`config.mk`:
```
export PLATFORM = sky130hd
export DESIGN_NAME = arp_transmit_flat
export DESIGN_NICKNAME = d
export VERILOG_FILES = /design/src/rtl/arp_transmit_pkg.sv /design/src/rtl/arp_transmit_if.sv /design/src/rtl/arp_tx_slot.sv /design/src/rtl/arp_transmit.sv /design/src/flat_wrapper.sv
export SDC_FILE = /design/constraint.sdc
export NUM_CORES = 1
export LEC_CHECK = 0
export CAP_MARGIN = 30
export CORE_MARGIN = 10
export CORE_UTILIZATION = 45
export CTS_CLUSTER_SIZE = 28
export DETAILED_ROUTE_END_ITERATION = 6
export PLACE_DENSITY = 0.74
export SYNTH_ARGS = -nofsm -noshare
export SYNTH_HDL_FRONTEND = slang
export SYNTH_HIERARCHICAL = 1
export SYNTH_SLANG_ARGS = --single-unit
```
`constraint.sdc`:
```
create_clock -name clock -period 2.4 [get_ports clock]
set_input_delay 0.24 -clock clock [delete_from_list [all_inputs] [get_ports clock]]
set_output_delay 0.24 -clock clock [all_outputs]
set_load 0.01 [all_outputs]
```
`src/rtl/arp_transmit_pkg.sv`:
```
// rtl/arp_transmit_pkg.sv - shared Ethernet/ARP constants, request record and FSM state type
package arp_transmit_pkg;

    localparam logic [15:0] ETH_TYPE_ARP    = 16'h0806;
    localparam logic [15:0] ARP_HTYPE       = 16'h0001;
    localparam logic [15:0] ARP_PTYPE       = 16'h0800;
    localparam logic [7:0]  ARP_HLEN        = 8'h06;
    localparam logic [7:0]  ARP_PLEN        = 8'h04;
    localparam logic [15:0] ARP_OP_REQ      = 16'h0001;
    localparam logic [15:0] ARP_OP_REP      = 16'h0002;
    localparam int          ARP_FRAME_WORDS = 15;

    // op: 0 = request, 1 = reply
    typedef struct packed {
        logic        op;
        logic [47:0] hwaddr;
        logic [31:0] ipaddr;
    } arp_req_t;

    typedef enum logic [1:0] {
        ST_IDLE,
        ST_SEND,
        ST_GAP
    } tx_state_t;

endpackage

```
`src/rtl/arp_transmit_if.sv`:
```
// rtl/arp_transmit_if.sv - request, own-address and transmit stream signals of the ARP transmitter
interface arp_transmit_if;
    logic        reqvalid;
    logic        reqop;
    logic [47:0] reqhwaddr;
    logic [31:0] reqipaddr;
    logic [47:0] inthwaddr;
    logic [31:0] intipaddr;
    logic        txready;
    logic        validout;
    logic        sof;
    logic        eof;
    logic [31:0] dataout;
    logic        busy;
    logic        dropped;

    modport slave (
        input  reqvalid, reqop, reqhwaddr, reqipaddr, inthwaddr, intipaddr, txready,
        output validout, sof, eof, dataout, busy, dropped
    );

    modport master (
        output reqvalid, reqop, reqhwaddr, reqipaddr, inthwaddr, intipaddr, txready,
        input  validout, sof, eof, dataout, busy, dropped
    );
endinterface

```
`src/rtl/arp_tx_slot.sv`:
```
// rtl/arp_tx_slot.sv - one-entry request hold register with full flag and drop pulse
module arp_tx_slot
    import arp_transmit_pkg::*;
(
    input  logic     clock,
    input  logic     reset,
    input  logic     wr,
    input  arp_req_t wr_req,
    input  logic     own_ip_zero,
    input  logic     take,
    output logic     full,
    output arp_req_t rd_req,
    output logic     dropped
);

    // A take frees the slot in the same cycle, so a coincident write is accepted.
    always_ff @(posedge clock) begin
        if (reset) begin
            full    <= 1'b0;
            rd_req  <= '0;
            dropped <= 1'b0;
        end else begin
            dropped <= 1'b0;
            if (take) begin
                full <= 1'b0;
            end
            if (wr) begin
                if (wr_req.op && own_ip_zero) begin
                    dropped <= 1'b1;
                end else if (full && !take) begin
                    dropped <= 1'b1;
                end else begin
                    full   <= 1'b1;
                    rd_req <= wr_req;
                end
            end
        end
    end

endmodule

```
`src/rtl/arp_transmit.sv`:
```
// rtl/arp_transmit.sv - builds and streams 60-byte ARP request/reply frames as 32-bit words
module arp_transmit
    import arp_transmit_pkg::*;
#(
    parameter int IFG_CYCLES = 3
) (
    input logic            clock,
    input logic            reset,
    arp_transmit_if.slave  bus
);

    localparam logic [3:0] LAST_WORD = 4'(ARP_FRAME_WORDS - 1);
    // GAP covers IFG_CYCLES-1 cycles; the IDLE cycle that launches the next frame is the last idle one.
    localparam logic [7:0] GAP_LAST  = 8'((IFG_CYCLES > 1) ? IFG_CYCLES - 2 : 0);

    tx_state_t   state;
    logic [3:0]  wc;
    logic [7:0]  gcnt;
    logic        validout_r, sof_r, eof_r;
    logic [31:0] dataout_r;
    arp_req_t    f_req;
    logic [47:0] f_hw;
    logic [31:0] f_ip;

    logic        slot_full, slot_dropped, take;
    arp_req_t    slot_req, in_req;

    arp_req_t    src_req;
    logic [47:0] src_hw, da, tha;
    logic [31:0] src_ip, word_nxt;
    logic [15:0] oper;
    logic [3:0]  idx;

    assign in_req = '{op: bus.reqop, hwaddr: bus.reqhwaddr, ipaddr: bus.reqipaddr};
    assign take   = (state == ST_IDLE) && slot_full;

    arp_tx_slot u_slot (
        .clock       (clock),
        .reset       (reset),
        .wr          (bus.reqvalid),
        .wr_req      (in_req),
        .own_ip_zero (bus.intipaddr == 32'd0),
        .take        (take),
        .full        (slot_full),
        .rd_req      (slot_req),
        .dropped     (slot_dropped)
    );

    // In IDLE the first word comes straight from the slot and live own addresses.
    always_comb begin
        src_req = f_req;
        src_hw  = f_hw;
        src_ip  = f_ip;
        idx     = wc + 4'd1;
        if (state == ST_IDLE) begin
            src_req = slot_req;
            src_hw  = bus.inthwaddr;
            src_ip  = bus.intipaddr;
            idx     = 4'd0;
        end
        da   = src_req.op ? src_req.hwaddr : 48'hFFFF_FFFF_FFFF;
        tha  = src_req.op ? src_req.hwaddr : 48'h0;
        oper = src_req.op ? ARP_OP_REP : ARP_OP_REQ;
        case (idx)
            4'd0:    word_nxt = da[47:16];
            4'd1:    word_nxt = {da[15:0], src_hw[47:32]};
            4'd2:    word_nxt = src_hw[31:0];
            4'd3:    word_nxt = {ETH_TYPE_ARP, ARP_HTYPE};
            4'd4:    word_nxt = {ARP_PTYPE, ARP_HLEN, ARP_PLEN};
            4'd5:    word_nxt = {oper, src_hw[47:32]};
            4'd6:    word_nxt = src_hw[31:0];
            4'd7:    word_nxt = src_ip;
            4'd8:    word_nxt = tha[47:16];
            4'd9:    word_nxt = {tha[15:0], src_req.ipaddr[31:16]};
            4'd10:   word_nxt = {src_req.ipaddr[15:0], 16'h0000};
            default: word_nxt = 32'h0;
        endcase
    end

    always_ff @(posedge clock) begin
        if (reset) begin
            state      <= ST_IDLE;
            wc         <= 4'd0;
            gcnt       <= 8'd0;
            validout_r <= 1'b0;
            sof_r      <= 1'b0;
            eof_r      <= 1'b0;
            dataout_r  <= 32'd0;
            f_req      <= '0;
            f_hw       <= 48'd0;
            f_ip       <= 32'd0;
        end else begin
            case (state)
                ST_IDLE: begin
                    if (slot_full) begin
                        state      <= ST_SEND;
                        f_req      <= slot_req;
                        f_hw       <= bus.inthwaddr;
                        f_ip       <= bus.intipaddr;
                        wc         <= 4'd0;
                        validout_r <= 1'b1;
                        sof_r      <= 1'b1;
                        eof_r      <= 1'b0;
                        dataout_r  <= word_nxt;
                    end
                end
                ST_SEND: begin
                    if (bus.txready) begin
                        if (wc == LAST_WORD) begin
                            state      <= (IFG_CYCLES > 1) ? ST_GAP : ST_IDLE;
                            gcnt       <= 8'd0;
                            wc         <= 4'd0;
                            validout_r <= 1'b0;
                            sof_r      <= 1'b0;
                            eof_r      <= 1'b0;
                            dataout_r  <= 32'd0;
                        end else begin
                            wc        <= idx;
                            sof_r     <= 1'b0;
                            eof_r     <= (idx == LAST_WORD);
                            dataout_r <= word_nxt;
                        end
                    end
                end
                ST_GAP: begin
                    if (gcnt == GAP_LAST) begin
                        state <= ST_IDLE;
                    end else begin
                        gcnt <= gcnt + 8'd1;
                    end
                end
                default: state <= ST_IDLE;
            endcase
        end
    end

    assign bus.validout = validout_r;
    assign bus.sof      = sof_r;
    assign bus.eof      = eof_r;
    assign bus.dataout  = dataout_r;
    assign bus.busy     = (state != ST_IDLE);
    assign bus.dropped  = slot_dropped;

endmodule
```
`src/flat_wrapper.sv`:
```
// flat-port wrapper written by rule: the top's interface ports become plain ports
module arp_transmit_flat import arp_transmit_pkg::*;
#(
    parameter int IFG_CYCLES = 3
)
  (clock, reset, bus_reqvalid, bus_reqop, bus_reqhwaddr, bus_reqipaddr, bus_inthwaddr, bus_intipaddr, bus_txready, bus_validout, bus_sof, bus_eof, bus_dataout, bus_busy, bus_dropped);
  arp_transmit_if bus_i ();
  input logic clock;
  input logic reset;
  input wire logic [$bits(bus_i.reqvalid)-1:0] bus_reqvalid;
  input wire logic [$bits(bus_i.reqop)-1:0] bus_reqop;
  input wire logic [$bits(bus_i.reqhwaddr)-1:0] bus_reqhwaddr;
  input wire logic [$bits(bus_i.reqipaddr)-1:0] bus_reqipaddr;
  input wire logic [$bits(bus_i.inthwaddr)-1:0] bus_inthwaddr;
  input wire logic [$bits(bus_i.intipaddr)-1:0] bus_intipaddr;
  input wire logic [$bits(bus_i.txready)-1:0] bus_txready;
  output wire logic [$bits(bus_i.validout)-1:0] bus_validout;
  output wire logic [$bits(bus_i.sof)-1:0] bus_sof;
  output wire logic [$bits(bus_i.eof)-1:0] bus_eof;
  output wire logic [$bits(bus_i.dataout)-1:0] bus_dataout;
  output wire logic [$bits(bus_i.busy)-1:0] bus_busy;
  output wire logic [$bits(bus_i.dropped)-1:0] bus_dropped;
  assign bus_i.reqvalid = bus_reqvalid;
  assign bus_i.reqop = bus_reqop;
  assign bus_i.reqhwaddr = bus_reqhwaddr;
  assign bus_i.reqipaddr = bus_reqipaddr;
  assign bus_i.inthwaddr = bus_inthwaddr;
  assign bus_i.intipaddr = bus_intipaddr;
  assign bus_i.txready = bus_txready;
  assign bus_validout = bus_i.validout;
  assign bus_sof = bus_i.sof;
  assign bus_eof = bus_i.eof;
  assign bus_dataout = bus_i.dataout;
  assign bus_busy = bus_i.busy;
  assign bus_dropped = bus_i.dropped;
  arp_transmit #(.IFG_CYCLES(IFG_CYCLES)) u_core (.clock(clock), .reset(reset), .bus(bus_i));
endmodule
```
==> summary.txt, run 1 <==
Run status
  • Status: complete, but fails checks
  • Failing checks: DRC

Synthesis
  • Post-synth EDFFs: 0
  • Synth cell types: 70
  • Synth Area per Inst: 8.281 um2
  • Post-synthesis sequential area ratio: 43.27%
  • Ys flop type: dfxtp_1
  • Synth top area share: 43.27%
  • Post-Synthesis Cells: 1,637
  • Compound-cell area share of the yosys netlist: 17.37%
  • Syn nets: roughly 1,800
  • Fraction of synthesized area in multiplexers: 7.486%
  • Mapped Area: 13,560 um2
  • Cell taking the most area after synthesis: dfxtp_1
  • Synth Area in Simple Gates: about a quarter
  • Synthesized-area fraction occupied by adder cells: 0.3692%
  • Warnings, synthesis: 6
  • Asr flop ratio synth: 0%
  • Post-Synth XOR/XNOR Area: 0.7846%
  • Largest family of logic cells by synthesized area: simple AND/OR/NAND/NOR gates
  • Top cells by area, synth: dfxtp_1 43%, nand2_1 10%, nand2b_1 7.6%
  • Synthesized flop and latch total: 293

Final layout
  • Share of cells above drive strength 1: 8.101%
  • Most frequent cells in the layout: 360 x nand2_1, 292 x dfxtp_1, 202 x a21oi_1, 200 x clkdlybuf4s50_1, 165 x nand2b_1
  • ANT cells: 0
  • Final nets: 1,977
  • Final Non-Filler Cells: roughly 2,200
  • Area grow syn2layout: 25.98%
  • Area of the multi-input gates: approximately 6900 um2
  • Fill cell count: 2,685
  • Finished Core Util: 57.47%
  • Most common cell after layout, fill and taps aside: nand2_1
  • Sequential cell area: 5867 um2

GRT
  • Largest net degree at the start of global routing: 190
  • GR Layer Usage met2: 36.96%
  • First-pass GRT wire length: 68,480 um
  • Met3 Use GR: 3.510%
  • Met1 Resource Use GR: between 20% and 30%
  • Initial antenna violation count: 0
  • GRT Resource Usage Total: 22.31%
  • Gr busiest metal: met2
  • Vias in the first global route: 12,091
  • Remaining Overflow, GRT: 0

Route
  • Routed len/inst: 20.04 um
  • Residual DRC: 6
  • Vias per cell: between 5 and 6
  • Antenna Nets Post-Route: 0
  • Final wirelength: 44,430 um
  • DR iter-0 viols: 1,472
  • Detailed Routing Iterations Pass 1: 7
  • Via count: 12,341

CTS
  • Clock sink total: 293
  • CTS tree: done
  • H-tree depth: 1
  • CTS buffer count: 31
  • Clk Latency, worst-skew pair: 0.58 ns
  • Root Driver: clkbuf_16
  • Clock buffer depth: 3
  • Setup Fix Bufs, Post-CTS: 0
  • Clk pin slew, worst setup/hold paths: 0.06 ns

Place
  • Input/output buffers: 201
  • Placed cells: approximately 2,200
  • DP HPWL: 31,720 um
  • Placer congestion estimate: 0.9594

STA
  • Slew @ Worst Pin: roughly 0.99 ns
  • Max Transition Viols Final: 0
  • Final setup viols: 0
  • Clock skew: 0.01119 ns
  • Slew margin rel.: around 34%
  • Fin crit period: 2.274 ns
  • RSZ-0062 raised after global routing: false
  • Final Hold Fails: 0
  • Fmax: around 440 MHz
  • Final Cycle Share: between 90% and 100%

Critical path
  • CP Launch Type: flop
  • Reg2reg path depth: 9
  • Critical Path AT: 2.03 ns
  • Crit path cell chain: nor2_8 > clkinv_4 > buf_12 > clkdlybuf4s50_1
  • CP endpoint kind: output port
  • Critical R2R Capture: u_core/bus.dataout[17]
  • R2R Setup Slk: 0.13 ns
  • Req. time, crit path: 2.16 ns
  • Crit-path max FO: 30
  • RR Startpoint: u_core/wc[0]
  • Critical-path top delay cell: clkdlybuf4s50_1
  • Crit-path max cell delay: 0.58 ns
  • Crit Path Class: flop to output port

Floorplan
  • Die H: 193.6 um
  • Initial Utilization: 45.61%
  • Core footprint: between 20,000 and 30,000 um2
  • Die X: ~190 um
  • Num rows: 63
  • IO Pins: 202
  • Full die area: around 37,000 um2

Power and ir drop
  • Pwr/cell area: roughly 690 nW/um2
  • Lkg Pwr: 6.169 nW
  • Peak supply drop: roughly 0.58 mV

Min path
  • Cell count of the worst hold path: 3
  • Hold crit path type: input port to flop
  • Hold path start: bus_inthwaddr[0]
  • Hold endpoint: u_core/f_hw[0]

Run
  • Max-Cap Viols: 0
==> repair_timing <==
item / in CTS / in global routing
hold buffers: 1 / 0
endpoints found under the setup margin: 1 / 21
endpoints found under the hold margin: 4 / 0
resized for setup: 1 / 6
pin swaps: 0 / 0
==> flip-flops by register name (all words and copies together), names as in the netlist, 2 cells and up <==
signal                count
u_core/f_hw              48
u_core/u_slot/rd_req     81
u_core/f_ip              32
u_core/gcnt               8
u_core/f_req             81
u_core/bus.dataout       32
u_core/state              2
u_core/wc                 4
==> critical path, delay by kind of cell, from the launching register on <==
family                 cells  cell delay, ns
buffers and inverters      3            0.93
flip-flops                 1            0.43
AND/OR/NAND/NOR            1            0.08
==> metal layers <==
layer,vias up,share of wire (%)
li1,5971,-
met1,5835,43
met2,449,47
met3,86,6.4
met4,0,3.4
met5,-,0
==> metrics by stage <==
| step | setup TNS, ns | power (W) | setup WS [ns] | hold WS (ns) | area (um2) |
|---|---|---|---|---|---|
| finish | 0 | 0.01180 | 0.1260 | 0.2083 | 17080 |
| global route | 0 | 0.01222 | 0.02485 | 0.2046 | 17080 |
| detailed placement | -3.205 | 0.007192 | -0.08392 | 0.4445 | 16060 |
| global placement | -4.893 | 0.007163 | -0.08605 | 0.4377 | 16060 |
| floorplan | 0 | 0.006361 | 0.03774 | 0.3699 | 13560 |
| CTS | 0 | 0.01183 | 0.09866 | 0.1946 | 17060 |
==> logic make-up (layout without fill, tap and decap cells) <==
group | count (synthesis) | count (layout)
AOI/OAI and AO/OA | 377 | 377
buffers and inverters | 153 | 343
adders and majority gates | 4 | 4
xor gates and xnor gates | 10 | 10
and+or+nand+nor | 699 | 699
DFF | 293 | 293
muxes | 101 | 101
==> power breakdown <==
part / total (W) / internal [W] / switching, W
Combinational: 0.00175 / 0.000846 / 0.000899
Sequential: 0.00537 / 0.00515 / 0.000220
Clock: 0.00469 / 0.00271 / 0.00198
Total: 0.0118 / 0.00870 / 0.00309
==> layout make-up <==
cell class	instances	area share, %
clock buffer	45	5.319
clock inverter	7	0.4542
inverter	12	0.3077
multi-input combinational	1191	40.49
sequential	293	34.35
tap	390	2.857
timing repair buffer	279	16.22
==> synth_stat cells (all sizes together) (11+ instances only) <==
library cell,n
nand2b,166
and2,19
a41oi,13
clkbuf,77
inv,11
nor2,65
nand4,20
mux2i,101
dfxtp,293
a21oi,202
buf,64
a22oi,32
nor3,15
nand2,361
o21ai,42
nand3,15
==> worst max path at each step <==
stage | from | endpoint | slack, ns | cells after the start
after global placement | bus_intipaddr[31] | u_core/u_slot/rd_req[55] | -0.09 | 9
final | u_core/state[1] | bus_busy | 0.13 | 4
after global routing | u_core/wc[0] | u_core/bus.dataout[27] | 0.02 | 8
after floorplan | u_core/wc[0] | u_core/bus.dataout[1] | 0.04 | 11
after CTS | u_core/wc[0] | u_core/bus.dataout[31] | 0.1 | 6
after detailed placement | bus_intipaddr[23] | u_core/u_slot/rd_req[63] | -0.08 | 9
No activity file was read; power rests on OpenSTA's default activity.
==> run 2, diff against run 1 <==
--- a/config.mk
+++ b/config.mk
@@ -11,6 +11,7 @@
 export CTS_CLUSTER_SIZE = 28
 export DETAILED_ROUTE_END_ITERATION = 6
 export PLACE_DENSITY = 0.74
+export SETUP_SLACK_MARGIN = 0.4
 export SYNTH_ARGS = -nofsm -noshare
 export SYNTH_HDL_FRONTEND = slang
 export SYNTH_HIERARCHICAL = 1
==> run 2 against run 1 <==
Against the previous run: the flow still finishes with violations (DRC); critical path depth up 5; flip-flop and latch count unchanged; non-clock buffer count up 26; power is 8.8% higher; via count increased by 3.7%.
==> summary.txt, run 2 (synthesis results as in run 1) <==
Place
  • Setup WS pre-CTS: -0.1463 ns
  • Input/output buffers: 201
  • DP HPWL: 32,140 um
  • Placed cells: roughly 2,200
  • Placer congestion estimate: 0.9337

CTS
  • Clk Latency, worst-skew pair: 0.56 ns
  • CTS buffer count: 31
  • H-tree depth: 1
  • Clk pin slew, worst setup/hold paths: 0.07 ns
  • Root Driver: clkbuf_16
  • Clock sink total: 293
  • Clock buffer depth: 3
  • CTS tree: done

Route
  • Routed len/inst: 20.91 um
  • Final wirelength: 47,060 um
  • DR iter-0 viols: 1,510
  • Residual DRC: 1
  • Antenna Nets Post-Route: 0
  • Detailed Routing Iterations Pass 1: 7
  • Via count: 12,798
  • Vias per cell: 5.688

STA
  • Max Transition Viols Final: 0
  • Fmax: approximately 470 MHz
  • Hold slack: 0.04871 ns
  • Setup slack after layout: 0.2794 ns
  • Fin crit period: roughly 2.1 ns
  • Final Hold Fails: 0
  • Final setup viols: 0
  • Slew margin rel.: 45.33%
  • Final Cycle Share: 88.36%
  • RSZ-0062 raised after global routing: true
  • Slew @ Worst Pin: 0.8201 ns
  • Clock skew: between 0.01 and 0.015 ns

Floorplan
  • Full die area: roughly 37,000 um2
  • Die H: 193.6 um
  • Die X: just under 200 um
  • Core footprint: 29,720 um2
  • Initial Utilization: 45.61%
  • IO Pins: 202
  • Num rows: 63

Final layout
  • Area grow syn2layout: 33.28%
  • Sequential cell area: 5874 um2
  • Area of the multi-input gates: 7342 um2
  • Top flop regs: u_core/f_req x81, u_core/u_slot/rd_req x81, u_core/f_hw x48
  • Fill cell count: about 2,500
  • Finished Core Util: between 60% and 70%
  • Final nets: 2,005
  • Final Non-Filler Cells: between 2,000 and 2,500
  • ANT cells: 0
  • Most common cell after layout, fill and taps aside: nand2_1
  • Most frequent cells in the layout: 359 x nand2_1, 288 x dfxtp_1, 200 x a21oi_1, 199 x clkdlybuf4s50_1, 164 x nand2b_1
  • Share of cells above drive strength 1: between 10% and 20%

Critical path
  • Crit-path max FO: 7
  • Critical Path AT: about 2.5 ns
  • CP most frequent cell: buf_6
  • Worst Path Buf+Inv: 3
  • Crit-path leading delay family: compound AO/OA/AOI/OAI gates
  • Critical-path top delay cell: dfxtp_2
  • Crit-path max cell delay: 0.34 ns
  • Crit path cell chain: buf_6 > ha_4 > nor2b_4 > buf_6 > clkbuf_16 > a22oi_2 > a21oi_1 > o211ai_1 > a31oi_1
  • Crit Path Class: flop to flop
  • Req. time, crit path: 2.81 ns
  • CP Launch Type: flop
  • CP endpoint kind: flop

GRT
  • Initial antenna violation count: 0
  • First-pass GRT wire length: 69,160 um
  • Remaining Overflow, GRT: 0
  • GRT Resource Usage Total: ~23%
  • Largest net degree at the start of global routing: 227
  • Vias in the first global route: between 10,000 and 15,000

Run status
  • Status: complete, but fails checks
  • Failing checks: DRC

Power and ir drop
  • Lkg Pwr: 6.533 nW
  • Pwr/cell area: 710.4 nW/um2
  • Peak supply drop: 0.6196 mV
  • Total power: 0.01283 W

Run
  • Max-Cap Viols: 0

Min path
  • Hold crit path type: input port to flop
-- run 2: cell types whose count changed in the layout (fill, tap and decap cells not counted), moves of 5 or more --
| cell | before | now |
|---|---|---|
| clkbuf_1 | 6 | 1 |
| buf_4 | 63 | 74 |
| o32ai_1 | 10 | 5 |
| o21ai_1 | 3 | 21 |
| bufinv_16 | 1 | 8 |
| o32ai_2 | 0 | 5 |
| a22oi_2 | 0 | 22 |
| o21ai_0 | 39 | 21 |
| buf_6 | 1 | 12 |
| a22oi_1 | 32 | 10 |
-- run 2: stage by stage --
stage | cell area [um2] | setup TNS [ns]
finish | 18070 | 0
CTS | 17550 | 0
global route | 18070 | 0
floorplan | 13610 | 0
global placement | 16040 | -15.48
detailed placement | 16040 | -10.00
-- run 2: final cells by class --
class                   instances  area share [%]
multi-input cells            1193           40.64
flip-flops and latches        293           32.52
repair buffers                305           17.19
clock buffers                  41           5.000
well taps                     390           2.701
clock inverters                16           1.607
inverters                      12          0.3463
-- run 2: power by group --
group / switching (W) / leakage, nW / internal, W / total (W)
Combinational: 0.000985 / 3.54 / 0.000959 / 0.00194
Clock: 0.00201 / 0.595 / 0.00349 / 0.00551
Sequential: 0.000235 / 2.40 / 0.00515 / 0.00538
-- run 2: worst paths after layout --
| check | end | depth (start not counted) | slack [ns] | from |
|---|---|---|---|---|
| worst min-delay path | u_core/f_req[54] | 2 | 0.05 | reset |
| worst max-delay path | u_core/bus.dataout[0] | 9 | 0.28 | u_core/wc[1] |
| worst max register to register | u_core/bus.dataout[0] | 9 | 0.28 | u_core/wc[1] |
| worst min register to register | u_core/f_req[27] | 2 | 0.45 | u_core/u_slot/rd_req[27] |
-- run 2: routing by layer --
layer  part of all wire (%)  global-route usage, %  routed length [um]
met1                     41                  28.71               19220
met4                    3.6                  8.355                1685
met5                      0                      0                   0
met3                    7.9                  4.219                3694
met2                     48                  37.80               22460
-- run 2: worst register-to-register path: cells and delay by family, from the launching register on --
kind / cells / cell delay, ns
AOI/OAI and AO/OA: 4 / 0.76
and+or+nand+nor: 1 / 0.16
buffers and inverters: 3 / 0.44
adders and majority gates: 1 / 0.28
DFF: 1 / 0.34
-- run 2: what timing repair did --
item                                    in CTS  in global routing
gates resized for setup                     45                 75
pin swaps                                    7                 31
hold buffers                                 0                  0
cloned                                       1                  7
endpoints found under the setup margin      34                111
setup buffers                               12                  9
